--- src/rtl/toy_drv_pkg.sv ---
// Shared types and constants for the toy core warm-up/command driver.
// Contents: FSM state enum, 10-bit {op,data} word struct, default unlock key,
//           and a width helper for counters that must hold 0..max_val.
package toy_drv_pkg;

  localparam int unsigned DATA_W      = 8;
  localparam int unsigned OP_W        = 2;
  localparam int unsigned KEY_W       = DATA_W + OP_W;
  localparam int unsigned KEY_LEN_DEF = 4;

  typedef enum logic [2:0] {
    S_WARM,
    S_KEY,
    S_IDLE,
    S_ISSUE,
    S_WAIT,
    S_ERR
  } state_t;

  // One word presented to the core: opcode in the upper bits, operand below.
  typedef struct packed {
    logic [OP_W-1:0]   op;
    logic [DATA_W-1:0] data;
  } key_word_t;

  // Word 0 sits in the most significant slot and is played first.
  localparam logic [KEY_LEN_DEF*KEY_W-1:0] KEY_DEF =
    {10'h1A5, 10'h0C3, 10'h25A, 10'h33C};

  // Bits needed to represent every value in 0..max_val (at least one bit).
  function automatic int unsigned cnt_width(input int unsigned max_val);
    return (max_val == 0) ? 1 : $clog2(max_val + 1);
  endfunction

endpackage

--- src/rtl/toy_warmup_driver_if.sv ---
// Bundle of host command, core, and status signals around toy_warmup_driver.
// slave  : the driver itself (takes host commands and core completions).
// master : the surroundings (host plus core), i.e. the mirror view.
interface toy_warmup_driver_if;
  import toy_drv_pkg::*;

  logic              cmd_valid;
  logic              cmd_ready;
  logic [DATA_W-1:0] cmd_data;
  logic [OP_W-1:0]   cmd_op;
  logic [DATA_W-1:0] core_datain;
  logic [OP_W-1:0]   core_op;
  logic              core_valid;
  logic [DATA_W-1:0] core_dataout;
  logic              res_valid;
  logic [DATA_W-1:0] res_data;
  logic              unlocked;
  logic              busy;
  logic              timeout_err;

  modport slave (
    input  cmd_valid, cmd_data, cmd_op, core_valid, core_dataout,
    output cmd_ready, core_datain, core_op, res_valid, res_data,
           unlocked, busy, timeout_err
  );

  modport master (
    output cmd_valid, cmd_data, cmd_op, core_valid, core_dataout,
    input  cmd_ready, core_datain, core_op, res_valid, res_data,
           unlocked, busy, timeout_err
  );

endinterface

--- src/rtl/toy_cmd_fifo.sv ---
// Synchronous command FIFO with flush.
// Ports: clk, rst (sync, active-low), flush (empties FIFO, beats push/pop),
//        push/push_data, pop/pop_data_c (head word, valid when !empty_c),
//        full_c, empty_c (decoded from the registered count).
module toy_cmd_fifo
  import toy_drv_pkg::*;
#(
  parameter int unsigned DEPTH = 4
) (
  input  logic      clk,
  input  logic      rst,
  input  logic      flush,
  input  logic      push,
  input  key_word_t push_data,
  input  logic      pop,
  output key_word_t pop_data_c,
  output logic      full_c,
  output logic      empty_c
);

  localparam int unsigned PTR_W = cnt_width(DEPTH - 1);
  localparam int unsigned CNT_W = PTR_W + 1;

  key_word_t        mem [DEPTH];
  logic [PTR_W-1:0] wr_ptr;
  logic [PTR_W-1:0] rd_ptr;
  logic [CNT_W-1:0] count;
  logic             do_push;
  logic             do_pop;

  assign full_c     = (count == CNT_W'(DEPTH));
  assign empty_c    = (count == '0);
  assign do_push    = push & ~full_c;
  assign do_pop     = pop & ~empty_c;
  assign pop_data_c = mem[rd_ptr];

  // Storage needs no reset; occupancy is tracked by count alone.
  always_ff @(posedge clk) begin
    if (do_push) begin
      mem[wr_ptr] <= push_data;
    end
  end

  // Pointers wrap naturally; flush drops everything including a same-cycle push.
  always_ff @(posedge clk) begin
    if (!rst || flush) begin
      wr_ptr <= '0;
      rd_ptr <= '0;
      count  <= '0;
    end else begin
      if (do_push) wr_ptr <= wr_ptr + PTR_W'(1);
      if (do_pop)  rd_ptr <= rd_ptr + PTR_W'(1);
      case ({do_push, do_pop})
        2'b10:   count <= count + CNT_W'(1);
        2'b01:   count <= count - CNT_W'(1);
        default: count <= count;
      endcase
    end
  end

endmodule

--- src/rtl/toy_warmup_driver.sv ---
// Upstream command stage for the FSM-locked toy core.
// After reset it waits WARM_CYC cycles, plays the KEY words (HOLD_CYC cycles
// each) onto core_op/core_datain, then serves buffered host commands one at a
// time, returning each core result as a one-cycle res_valid beat. A command
// that sees no core_valid within TIMEOUT cycles locks the block in S_ERR.
// Ports: clk, rst (sync, active-low), bus (toy_warmup_driver_if.slave):
//   cmd_valid/cmd_ready/cmd_data/cmd_op  host command handshake
//   core_datain/core_op                  registered drive to the core
//   core_valid/core_dataout              core completion
//   res_valid/res_data                   result beat to host
//   unlocked/busy/timeout_err            status
module toy_warmup_driver
  import toy_drv_pkg::*;
#(
  parameter int unsigned                    KEY_LEN    = KEY_LEN_DEF,
  parameter logic [KEY_LEN*KEY_W-1:0]       KEY        = KEY_DEF,
  parameter int unsigned                    HOLD_CYC   = 2,
  parameter int unsigned                    WARM_CYC   = 2,
  parameter int unsigned                    FIFO_DEPTH = 4,
  parameter int unsigned                    TIMEOUT    = 31
) (
  input logic                clk,
  input logic                rst,
  toy_warmup_driver_if.slave bus
);

  localparam int unsigned KIDX_W = cnt_width(KEY_LEN - 1);
  localparam int unsigned CNT_W  = cnt_width((HOLD_CYC > WARM_CYC) ? HOLD_CYC : WARM_CYC);
  localparam int unsigned TMR_W  = cnt_width(TIMEOUT);

  state_t            state_q,     state_d;
  logic [CNT_W-1:0]  cnt_q,       cnt_d;
  logic [KIDX_W-1:0] key_idx_q,   key_idx_d;
  logic [TMR_W-1:0]  timer_q,     timer_d;
  key_word_t         core_q,      core_d;
  logic              res_valid_q, res_valid_d;
  logic [DATA_W-1:0] res_data_q,  res_data_d;
  logic              unlocked_q,  unlocked_d;
  logic              busy_q,      busy_d;
  logic              err_q,       err_d;

  key_word_t         key_rom [KEY_LEN];
  key_word_t         cmd_word;
  key_word_t         fifo_head;
  logic              fifo_full;
  logic              fifo_empty;
  logic              fifo_push;
  logic              fifo_pop;
  logic              fifo_flush;
  logic              cmd_ready_c;

  // Unpack the key so word 0 (MS slot) is key_rom[0].
  for (genvar g = 0; g < KEY_LEN; g++) begin : g_key_rom
    assign key_rom[g] = KEY[(KEY_LEN-1-g)*KEY_W +: KEY_W];
  end

  assign cmd_word    = '{op: bus.cmd_op, data: bus.cmd_data};
  assign cmd_ready_c = ~fifo_full & (state_q != S_ERR) & rst;
  assign fifo_push   = bus.cmd_valid & cmd_ready_c;

  toy_cmd_fifo #(
    .DEPTH (FIFO_DEPTH)
  ) u_cmd_fifo (
    .clk        (clk),
    .rst        (rst),
    .flush      (fifo_flush),
    .push       (fifo_push),
    .push_data  (cmd_word),
    .pop        (fifo_pop),
    .pop_data_c (fifo_head),
    .full_c     (fifo_full),
    .empty_c    (fifo_empty)
  );

  // State and output registers; reset overrides every other event.
  always_ff @(posedge clk) begin
    if (!rst) begin
      state_q     <= S_WARM;
      cnt_q       <= '0;
      key_idx_q   <= '0;
      timer_q     <= '0;
      core_q      <= '0;
      res_valid_q <= 1'b0;
      res_data_q  <= '0;
      unlocked_q  <= 1'b0;
      busy_q      <= 1'b0;
      err_q       <= 1'b0;
    end else begin
      state_q     <= state_d;
      cnt_q       <= cnt_d;
      key_idx_q   <= key_idx_d;
      timer_q     <= timer_d;
      core_q      <= core_d;
      res_valid_q <= res_valid_d;
      res_data_q  <= res_data_d;
      unlocked_q  <= unlocked_d;
      busy_q      <= busy_d;
      err_q       <= err_d;
    end
  end

  // Next-state and next-output logic.
  always_comb begin
    state_d     = state_q;
    cnt_d       = cnt_q;
    key_idx_d   = key_idx_q;
    timer_d     = timer_q;
    core_d      = core_q;
    res_valid_d = 1'b0;
    res_data_d  = res_data_q;
    unlocked_d  = unlocked_q;
    err_d       = err_q;
    fifo_pop    = 1'b0;
    fifo_flush  = 1'b0;

    case (state_q)
      S_WARM: begin
        // Key word 0 is loaded on the exit edge so it shows right after the idle gap.
        if (cnt_q == CNT_W'(WARM_CYC - 1)) begin
          cnt_d     = '0;
          key_idx_d = '0;
          core_d    = key_rom[0];
          state_d   = S_KEY;
        end else begin
          cnt_d = cnt_q + CNT_W'(1);
        end
      end

      S_KEY: begin
        if (cnt_q == CNT_W'(HOLD_CYC - 1)) begin
          cnt_d = '0;
          if (key_idx_q == KIDX_W'(KEY_LEN - 1)) begin
            core_d     = '0;
            unlocked_d = 1'b1;
            state_d    = S_IDLE;
          end else begin
            key_idx_d = key_idx_q + KIDX_W'(1);
            core_d    = key_rom[key_idx_q + KIDX_W'(1)];
          end
        end else begin
          cnt_d = cnt_q + CNT_W'(1);
        end
      end

      S_IDLE: begin
        if (!fifo_empty) begin
          fifo_pop = 1'b1;
          core_d   = fifo_head;
          timer_d  = '0;
          state_d  = S_ISSUE;
        end
      end

      // Timer runs from the issue cycle so it equals the S_WAIT cycle number.
      S_ISSUE: begin
        timer_d = timer_q + TMR_W'(1);
        state_d = S_WAIT;
      end

      // A completion in the same cycle as the timeout takes priority.
      S_WAIT: begin
        if (bus.core_valid) begin
          res_valid_d = 1'b1;
          res_data_d  = bus.core_dataout;
          core_d      = '0;
          state_d     = S_IDLE;
        end else if (timer_q == TMR_W'(TIMEOUT)) begin
          err_d      = 1'b1;
          core_d     = '0;
          fifo_flush = 1'b1;
          state_d    = S_ERR;
        end else if (timer_q != '1) begin
          timer_d = timer_q + TMR_W'(1);
        end
      end

      S_ERR: begin
        state_d = S_ERR;
      end

      default: begin
        state_d = S_WARM;
      end
    endcase

    busy_d = (state_d == S_ISSUE) || (state_d == S_WAIT);
  end

  assign bus.cmd_ready   = cmd_ready_c;
  assign bus.core_op     = core_q.op;
  assign bus.core_datain = core_q.data;
  assign bus.res_valid   = res_valid_q;
  assign bus.res_data    = res_data_q;
  assign bus.unlocked    = unlocked_q;
  assign bus.busy        = busy_q;
  assign bus.timeout_err = err_q;

endmodule

--- src/flat_wrapper.sv ---
// flat-port wrapper written by rule: the top's interface ports become plain ports
module toy_warmup_driver_flat import toy_drv_pkg::*;
#(
  parameter int unsigned                    KEY_LEN    = KEY_LEN_DEF,
  parameter logic [KEY_LEN*KEY_W-1:0]       KEY        = KEY_DEF,
  parameter int unsigned                    HOLD_CYC   = 2,
  parameter int unsigned                    WARM_CYC   = 2,
  parameter int unsigned                    FIFO_DEPTH = 4,
  parameter int unsigned                    TIMEOUT    = 31
)
  (clk, rst, bus_cmd_valid, bus_cmd_data, bus_cmd_op, bus_core_valid, bus_core_dataout, bus_cmd_ready, bus_core_datain, bus_core_op, bus_res_valid, bus_res_data, bus_unlocked, bus_busy, bus_timeout_err);
  toy_warmup_driver_if bus_i ();
  input logic clk;
  input logic rst;
  input wire logic [$bits(bus_i.cmd_valid)-1:0] bus_cmd_valid;
  input wire logic [$bits(bus_i.cmd_data)-1:0] bus_cmd_data;
  input wire logic [$bits(bus_i.cmd_op)-1:0] bus_cmd_op;
  input wire logic [$bits(bus_i.core_valid)-1:0] bus_core_valid;
  input wire logic [$bits(bus_i.core_dataout)-1:0] bus_core_dataout;
  output wire logic [$bits(bus_i.cmd_ready)-1:0] bus_cmd_ready;
  output wire logic [$bits(bus_i.core_datain)-1:0] bus_core_datain;
  output wire logic [$bits(bus_i.core_op)-1:0] bus_core_op;
  output wire logic [$bits(bus_i.res_valid)-1:0] bus_res_valid;
  output wire logic [$bits(bus_i.res_data)-1:0] bus_res_data;
  output wire logic [$bits(bus_i.unlocked)-1:0] bus_unlocked;
  output wire logic [$bits(bus_i.busy)-1:0] bus_busy;
  output wire logic [$bits(bus_i.timeout_err)-1:0] bus_timeout_err;
  assign bus_i.cmd_valid = bus_cmd_valid;
  assign bus_i.cmd_data = bus_cmd_data;
  assign bus_i.cmd_op = bus_cmd_op;
  assign bus_i.core_valid = bus_core_valid;
  assign bus_i.core_dataout = bus_core_dataout;
  assign bus_cmd_ready = bus_i.cmd_ready;
  assign bus_core_datain = bus_i.core_datain;
  assign bus_core_op = bus_i.core_op;
  assign bus_res_valid = bus_i.res_valid;
  assign bus_res_data = bus_i.res_data;
  assign bus_unlocked = bus_i.unlocked;
  assign bus_busy = bus_i.busy;
  assign bus_timeout_err = bus_i.timeout_err;
  toy_warmup_driver #(.KEY_LEN(KEY_LEN), .KEY(KEY), .HOLD_CYC(HOLD_CYC), .WARM_CYC(WARM_CYC), .FIFO_DEPTH(FIFO_DEPTH), .TIMEOUT(TIMEOUT)) u_core (.clk(clk), .rst(rst), .bus(bus_i));
endmodule
--- config.mk ---
export PLATFORM = sky130hd
export DESIGN_NAME = toy_warmup_driver_flat
export DESIGN_NICKNAME = d
export VERILOG_FILES = /design/src/rtl/toy_drv_pkg.sv /design/src/rtl/toy_warmup_driver_if.sv /design/src/rtl/toy_cmd_fifo.sv /design/src/rtl/toy_warmup_driver.sv /design/src/flat_wrapper.sv
export SDC_FILE = /design/constraint.sdc
export NUM_CORES = 1
export LEC_CHECK = 0
export ABC_AREA = 1
export CAP_MARGIN = 20
export CORE_AREA = 2 2 87 89
export CTS_BUF_LIST = sky130_fd_sc_hd__clkbuf_2 sky130_fd_sc_hd__clkbuf_4 sky130_fd_sc_hd__clkbuf_8
export CTS_CLUSTER_DIAMETER = 120
export DETAILED_ROUTE_END_ITERATION = 8
export DIE_AREA = 0 0 89 91
export PLACE_DENSITY = 0.83
export SLEW_MARGIN = 20
export SYNTH_ARGS = -nofsm -noshare
export SYNTH_HDL_FRONTEND = slang
export SYNTH_SLANG_ARGS = --single-unit
--- constraint.sdc ---
create_clock -name clk -period 1.8 [get_ports clk]
set_input_delay 0.36 -clock clk [delete_from_list [all_inputs] [get_ports clk]]
set_output_delay 0.36 -clock clk [all_outputs]
set_load 0.01 [all_outputs]
==> flow_metrics.py, run 1 <==
metrics = {
    "floorplan": {
        "rows": 31,
        "core_um2": 7140,
        "die_h_um": 91,
        "start_util": 0.513,
        "die_x_um": 89,
        "die-area_um2": 8100,
        "ioPinCount": 45,
    },
    "critical_path": {
        "crit_arrival_ns": 2.03,
        "start_kind": "register",
        "cp-startpoint": "u_core.timer_q[0]",
        "crit_path_max_fanout": 7,
        "r2r_end": "u_core.bus.core_datain[0]",
        "crit_path_end": "u_core.bus.core_datain[0]",
        "required_ns": 2.05,
        "crit_type": "register to register",
        "r2r_start": "u_core.timer_q[0]",
        "crit_path_end_kind": "register",
        "reg2reg_slack_ns": 0.03,
        "reg2reg_depth": 12,
    },
    "timing": {
        "finalSetupViolCount": 0,
        "drv_slew": 0,
        "finalHoldViolCount": 0,
        "fin_hold_ws_ns": 0.439,
        "fin_crit_ns": 1.77,
        "fin_crit_sh": 0.986,
        "rsz0062_at_grt": "true",
        "fin_ws_ns": 0.0255,
        "fin_setup_tns_ns": 0,
        "worstMarginPinSlew_ns": 0.559,
        "finClkSkew_ns": 0.00513,
        "slew-limit-headroom": 0.627,
        "max_freq_ghz": 0.564,
    },
    "global_routing": {
        "grt_max_degree": 21,
        "antenna_found_initial": 0,
        "overflow": 0,
        "first_global_vias": 2770,
        "grt_usage": 0.193,
        "grt_pass1_wl_um": 12100,
    },
    "clock_tree": {
        "cts_sinks": 83,
        "path_clk_slew_ns": 0.08,
        "clk_path_buf_depth": 2,
        "cts_buffers": 9,
        "clock_latency_ns": 0.35,
        "htreeDepth": 3,
        "cts_root_buf": "clkbuf_8",
        "cts_tree": "built",
        "holdBufCountCts": 0,
    },
    "detailed_routing": {
        "first_iter_violations": 190,
        "drt_wl_total_um": 7700,
        "vias_per_cell": 4.89,
        "firstDrtPassIters": 4,
        "wl_per_cell_um": 12.7,
        "num_vias": 2973,
        "drc": 0,
        "drtAntennaViolNets": 0,
    },
    "synthesis": {
        "synthFlopType": "dfxtp_1",
        "synth.net_count": 461,
        "synth_area_um2": 3660,
        "yosys_warnings": 0,
        "syn_avg_cell_area_um2": 8.55,
        "ys_seq_area_frac": 0.564,
        "syn-instance-count": 428,
        "synth_edf_count": 40,
        "yosys_register_bits": 83,
        "async_reset_ff_frac": 0,
        "synth_cell_types": 30,
    },
    "flow_run": {
        "maxCapViolations": 0,
    },
    "finish": {
        "drive_above_1_share": 0.191,
        "stdcell_area_um2": 4760,
        "n_antenna_cell": 0,
        "area_delta_synth_final_pct": 30.0,
        "final_nets": 537,
        "final_cells": 608,
    },
    "placed_design": {
        "pre_cts_ws_ns": -0.317,
        "gp_congestion": 0.801,
        "placement.cell_area_um2": 4380,
        "place_inst": 586,
        "hpwl_um": 5240,
        "io_buffer_count": 44,
    },
    "outcome": {
        "status": "finished clean",
    },
    "power_and_ir_drop": {
        "p_per_area_nw_per_um2": 834,
        "power.static_leakage_uw": 0.00199,
        "peakVddDrop_mv": 0.417,
    },
    "min_path": {
        "hold_path_class": "register to register",
    },
}
[stage by stage]
step,power [µW],utilization
3_5_place_dp,2560,0.614
4_1_cts,3950,0.645
2_1_floorplan,2380,-
3_3_place_gp,2540,0.614
5_1_grt,4140,0.667
6_report,3970,0.667
[worst max-delay path, cell delays in order, from the launching register on]
cell	delay [ns]
dfxtp_4	0.37
ha_4	0.13
nand2_2	0.06
nor2_2	0.12
ha_2	0.20
inv_2	0.04
nand2_2	0.07
nor2_2	0.05
nor2_2	0.17
buf_4	0.16
nand3_4	0.14
nor2_1	0.12
nor2_1	0.05
[kinds of logic (layout without fill, tap and decap cells)]
family | Yosys count | in the layout | synth area share
compound gates | 53 | 53 | 0.0749
simple gates | 215 | 216 | 0.247
fa+ha+maj | 11 | 11 | 0.0397
flops | 83 | 83 | 0.564
buf+inv | 63 | 143 | 0.0677
xor+xnor | 3 | 3 | 0.00718
[worst min path at each step]
stage,from,end,cells after the start
CTS,u_core.cnt_q[1],u_core.cnt_q[1],2
global route,u_core.cnt_q[1],u_core.cnt_q[1],2
finish,u_core.cnt_q[1],u_core.cnt_q[1],2
detailed placement,u_core.cnt_q[1],u_core.cnt_q[1],2
global placement,u_core.cnt_q[1],u_core.cnt_q[1],2
floorplan,u_core.cnt_q[1],u_core.cnt_q[1],2
[registers in the layout (all words and copies together), names as in the netlist, named ones only]
signal	cells
u_core.state_q	3
u_core.u_cmd_fifo.count	3
u_core.key_idx_q	2
u_core.bus.core_op	2
u_core.u_cmd_fifo.wr_ptr	2
u_core.bus.res_valid	1
u_core.bus.core_datain	8
u_core.u_cmd_fifo.rd_ptr	2
u_core.cnt_q	2
u_core.bus.unlocked	1
u_core.bus.res_data	8
u_core.bus.busy	1
u_core.bus.timeout_err	1
u_core.timer_q	5
u_core.u_cmd_fifo.mem	40
[per-layer routing]
metal  GRT usage  wire, µm
met1       0.246      3310
met2       0.318      3940
met3      0.0527       341
met4      0.0585       114
met5           0         0
[repair_timing]
item	4_1_cts	5_1_grt
pin swaps	0	13
setup buffers	0	5
hold endpoints to repair	0	0
setup endpoints to repair	2	19
gates cloned	0	1
gates resized for setup	2	38
[power by group]
group / leakage [µW] / internal [µW] / switching, µW
logic: 0.00117 / 211 / 269
registers: 0.000717 / 2040 / 34.1
clock network: 0.000105 / 785 / 630
[placed cells by master (no fill, tap or decap), types with 3 or more instances in the layout]
master           synthesis  layout
nand2_1                104      94
nor2_1                  73      69
clkdlybuf4s50_1          0      42
inv_1                   47      41
edfxtp_1                40      40
dfxtp_1                 43      35
buf_4                    0      30
o21ai_0                 24      23
a21oi_1                 24      22
nand3_1                 21      18
nand2_2                  5      14
clkbuf_8                 0       9
inv_2                    2       8
ha_1                    10       7
clkinv_1                 4       6
dfxtp_2                  0       6
nor2_2                   2       5
nand3_2                  3       4
nor2_4                   2       3
nand3_4                  0       3
xor2_1                   3       3
[synthesized netlist by cell type, types with 2 or more instances]
cell | n | share of area
a21oi_1 | 24 | 0.033
buf_2 | 3 | 0.0041
clkbuf_1 | 5 | 0.0051
clkinv_1 | 4 | 0.0041
dfxtp_1 | 43 | 0.24
edfxtp_1 | 40 | 0.33
ha_1 | 10 | 0.034
inv_1 | 47 | 0.048
inv_2 | 2 | 0.0021
nand2_1 | 104 | 0.11
nand2_2 | 5 | 0.0085
nand3_1 | 21 | 0.029
nand3_2 | 3 | 0.0082
nor2_1 | 73 | 0.075
nor2_2 | 2 | 0.0034
nor2_4 | 2 | 0.0062
o21a_1 | 2 | 0.0041
o21ai_0 | 24 | 0.033
xor2_1 | 3 | 0.0072
[final cells by class]
class,instances,area (µm²)
flip-flops and latches,83,2080
fillers,573,2380
clock inverters,6,80.1
clock buffers,10,131
well taps,99,124
repair buffers,74,667
multi-input cells,283,1480
inverters,53,199
No activity file was read; power rests on OpenSTA's default activity.
==> run 2: changes to the inputs <==
- REMOVE_ABC_BUFFERS: not set -> 1
==> run 2 against run 1 <==
  * Register-to-register slack gained 0.03 ns
  * Sequential cell count is the same
  * Critical path depth is the same
  * Critical endpoint unchanged
==> flow_metrics.py, run 2 (synthesis gave the netlist of run 1 again) <==
metrics = {
    "outcome": {
        "status": "finished clean",
    },
    "timing": {
        "drv_slew": 0,
        "finClkSkew_ns": 0.00575,
        "fin_crit_sh": 0.968,
        "rsz0062_at_grt": "true",
        "fin_crit_ns": 1.74,
        "fin_setup_tns_ns": 0,
        "finalSetupViolCount": 0,
        "max_freq_ghz": 0.574,
        "finalHoldViolCount": 0,
        "slew-limit-headroom": 0.624,
        "worstMarginPinSlew_ns": 0.564,
    },
    "global_routing": {
        "first_global_vias": 2882,
        "grt_max_degree": 21,
        "overflow": 0,
        "grt_pass1_wl_um": 12500,
        "grt_usage": 0.202,
        "antenna_found_initial": 0,
    },
    "min_path": {
        "hold_start": "u_core.cnt_q[1]",
        "hold_path_class": "register to register",
        "hold_depth": 2,
        "min_to": "u_core.cnt_q[1]",
    },
    "clock_tree": {
        "cts_buffers": 9,
        "clock_latency_ns": 0.36,
        "clk_path_buf_depth": 2,
        "cts_root_buf": "clkbuf_8",
        "cts_tree": "built",
        "htreeDepth": 3,
        "path_clk_slew_ns": 0.08,
        "cts_sinks": 83,
    },
    "detailed_routing": {
        "drtAntennaViolNets": 0,
        "vias_per_cell": 4.98,
        "wl_per_cell_um": 13.2,
        "drc": 0,
        "drt_wl_total_um": 8030,
        "firstDrtPassIters": 5,
        "num_vias": 3034,
        "first_iter_violations": 196,
    },
    "critical_path": {
        "cp_top_family": "simple AND/OR/NAND/NOR gates",
        "r2r_end": "u_core.bus.core_datain[0]",
        "worstPathCellList": "ha_4 -> nand2_4 -> nor2_4 -> ha_4 -> inv_2 -> nand2_2 -> nor2_1 -> nor2_1 -> nand3_2 -> buf_12 -> nor2_2 -> nor2_2",
        "required_ns": 2.06,
        "crit_type": "register to register",
        "crit_arrival_ns": 2.00,
        "crit_path_end_kind": "register",
        "reg2reg_depth": 12,
        "critPathSlowestCell": "dfxtp_2",
        "reg2reg_slack_ns": 0.06,
        "worstPathBufferInverterCount": 2,
        "r2r_start": "u_core.timer_q[1]",
        "crit_path_max_fanout": 8,
        "start_kind": "register",
        "slowest_delay_ns": 0.37,
    },
    "power_and_ir_drop": {
        "peakVddDrop_mv": 0.446,
        "p_total_uw": 3790,
        "power.static_leakage_uw": 0.00199,
        "p_per_area_nw_per_um2": 797,
    },
    "placed_design": {
        "hpwl_um": 5340,
        "io_buffer_count": 44,
        "gp_congestion": 0.902,
    },
    "floorplan": {
        "start_util": 0.513,
        "rows": 31,
        "die_x_um": 89,
        "die-area_um2": 8100,
        "die_h_um": 91,
        "ioPinCount": 45,
        "core_um2": 7140,
    },
    "finish": {
        "regMostFlops": "u_core.u_cmd_fifo.mem",
        "n_antenna_cell": 0,
        "mostFrequentLayoutCell": "nand2_1",
        "final_util": 0.666,
        "drive_above_1_share": 0.192,
        "largest_reg_flops": 40,
        "final_nets": 538,
        "final_cell_mix": "98 x nand2_1, 67 x nor2_1, 42 x clkdlybuf4s50_1",
        "area_delta_synth_final_pct": 30.0,
    },
    "flow_run": {
        "maxCapViolations": 0,
    },
}
-- run 2: cell types whose count changed in the layout (fill, tap and decap cells not counted), sizes merged --
cell | previous run | this run
dlygate4sd2 | 1 | 2
dlymetal6s2s | 1 | 0
nand3 | 25 | 24
inv | 49 | 50
clkinvlp | 1 | 2
buf | 30 | 31
clkbuf | 10 | 11
bufinv | 2 | 0
-- run 2: worst max-delay path by stage --
stage	from	endpoint	cells past startpoint
detailed placement	rst	u_core.u_cmd_fifo.count[2]	11
CTS	u_core.state_q[1]	bus_cmd_ready	6
finish	u_core.timer_q[1]	u_core.bus.core_datain[0]	12
global route	u_core.timer_q[1]	u_core.bus.core_datain[0]	13
global placement	rst	u_core.u_cmd_fifo.count[2]	11
floorplan	u_core.state_q[0]	u_core.u_cmd_fifo.count[2]	11
-- run 2: metrics by stage --
stage	hold slack [ns]	setup WS, ns	cells	cell area [µm²]
final	0.437	0.0576	609	4750
after global routing	0.456	-0.0417	609	4750
after CTS	0.437	0.0345	604	4560
after detailed placement	0.425	-0.412	588	4390
after global placement	0.425	-0.385	588	4390
after floorplan	0.416	-0.182	418	3610
-- run 2: timing repair --
action,CTS,global route
pin swaps,0,13
resized for setup,6,43
hold buffers,0,0
setup endpoints to repair,3,13
buffers inserted,0,4
gates cloned,0,1
-- run 2: tightest hold or removal path: stages, from the launching register on --
cell     delay (ns)
dfxtp_1        0.30
inv_1          0.06
nor2_1         0.04
-- run 2: area by class of cell --
| cell class | count | area [µm²] |
|---|---|---|
| Clock inverter | 6 | 41.3 |
| Inverter | 53 | 199 |
| Timing Repair Buffer | 76 | 708 |
| Sequential cell | 83 | 2070 |
| Tap cell | 99 | 124 |
| Multi-Input combinational cell | 282 | 1480 |
| Clock buffer | 10 | 131 |
| Fill cell | 543 | 2380 |
-- run 2: where the power goes --
part	internal (µW)	switching [µW]	leakage (µW)
logic	246	288	0.00119
clock network	516	667	0.0000837
registers	2040	33.2	0.000717
total	2800	988	0.00199
-- run 2: per-layer routing --
metal	GRT usage	share of wire	vias to the layer above
li1	-	-	1520
met5	0	0	-
met4	0.0970	0.031	0
met1	0.250	0.42	1413
met3	0.0482	0.048	22
met2	0.326	0.50	79
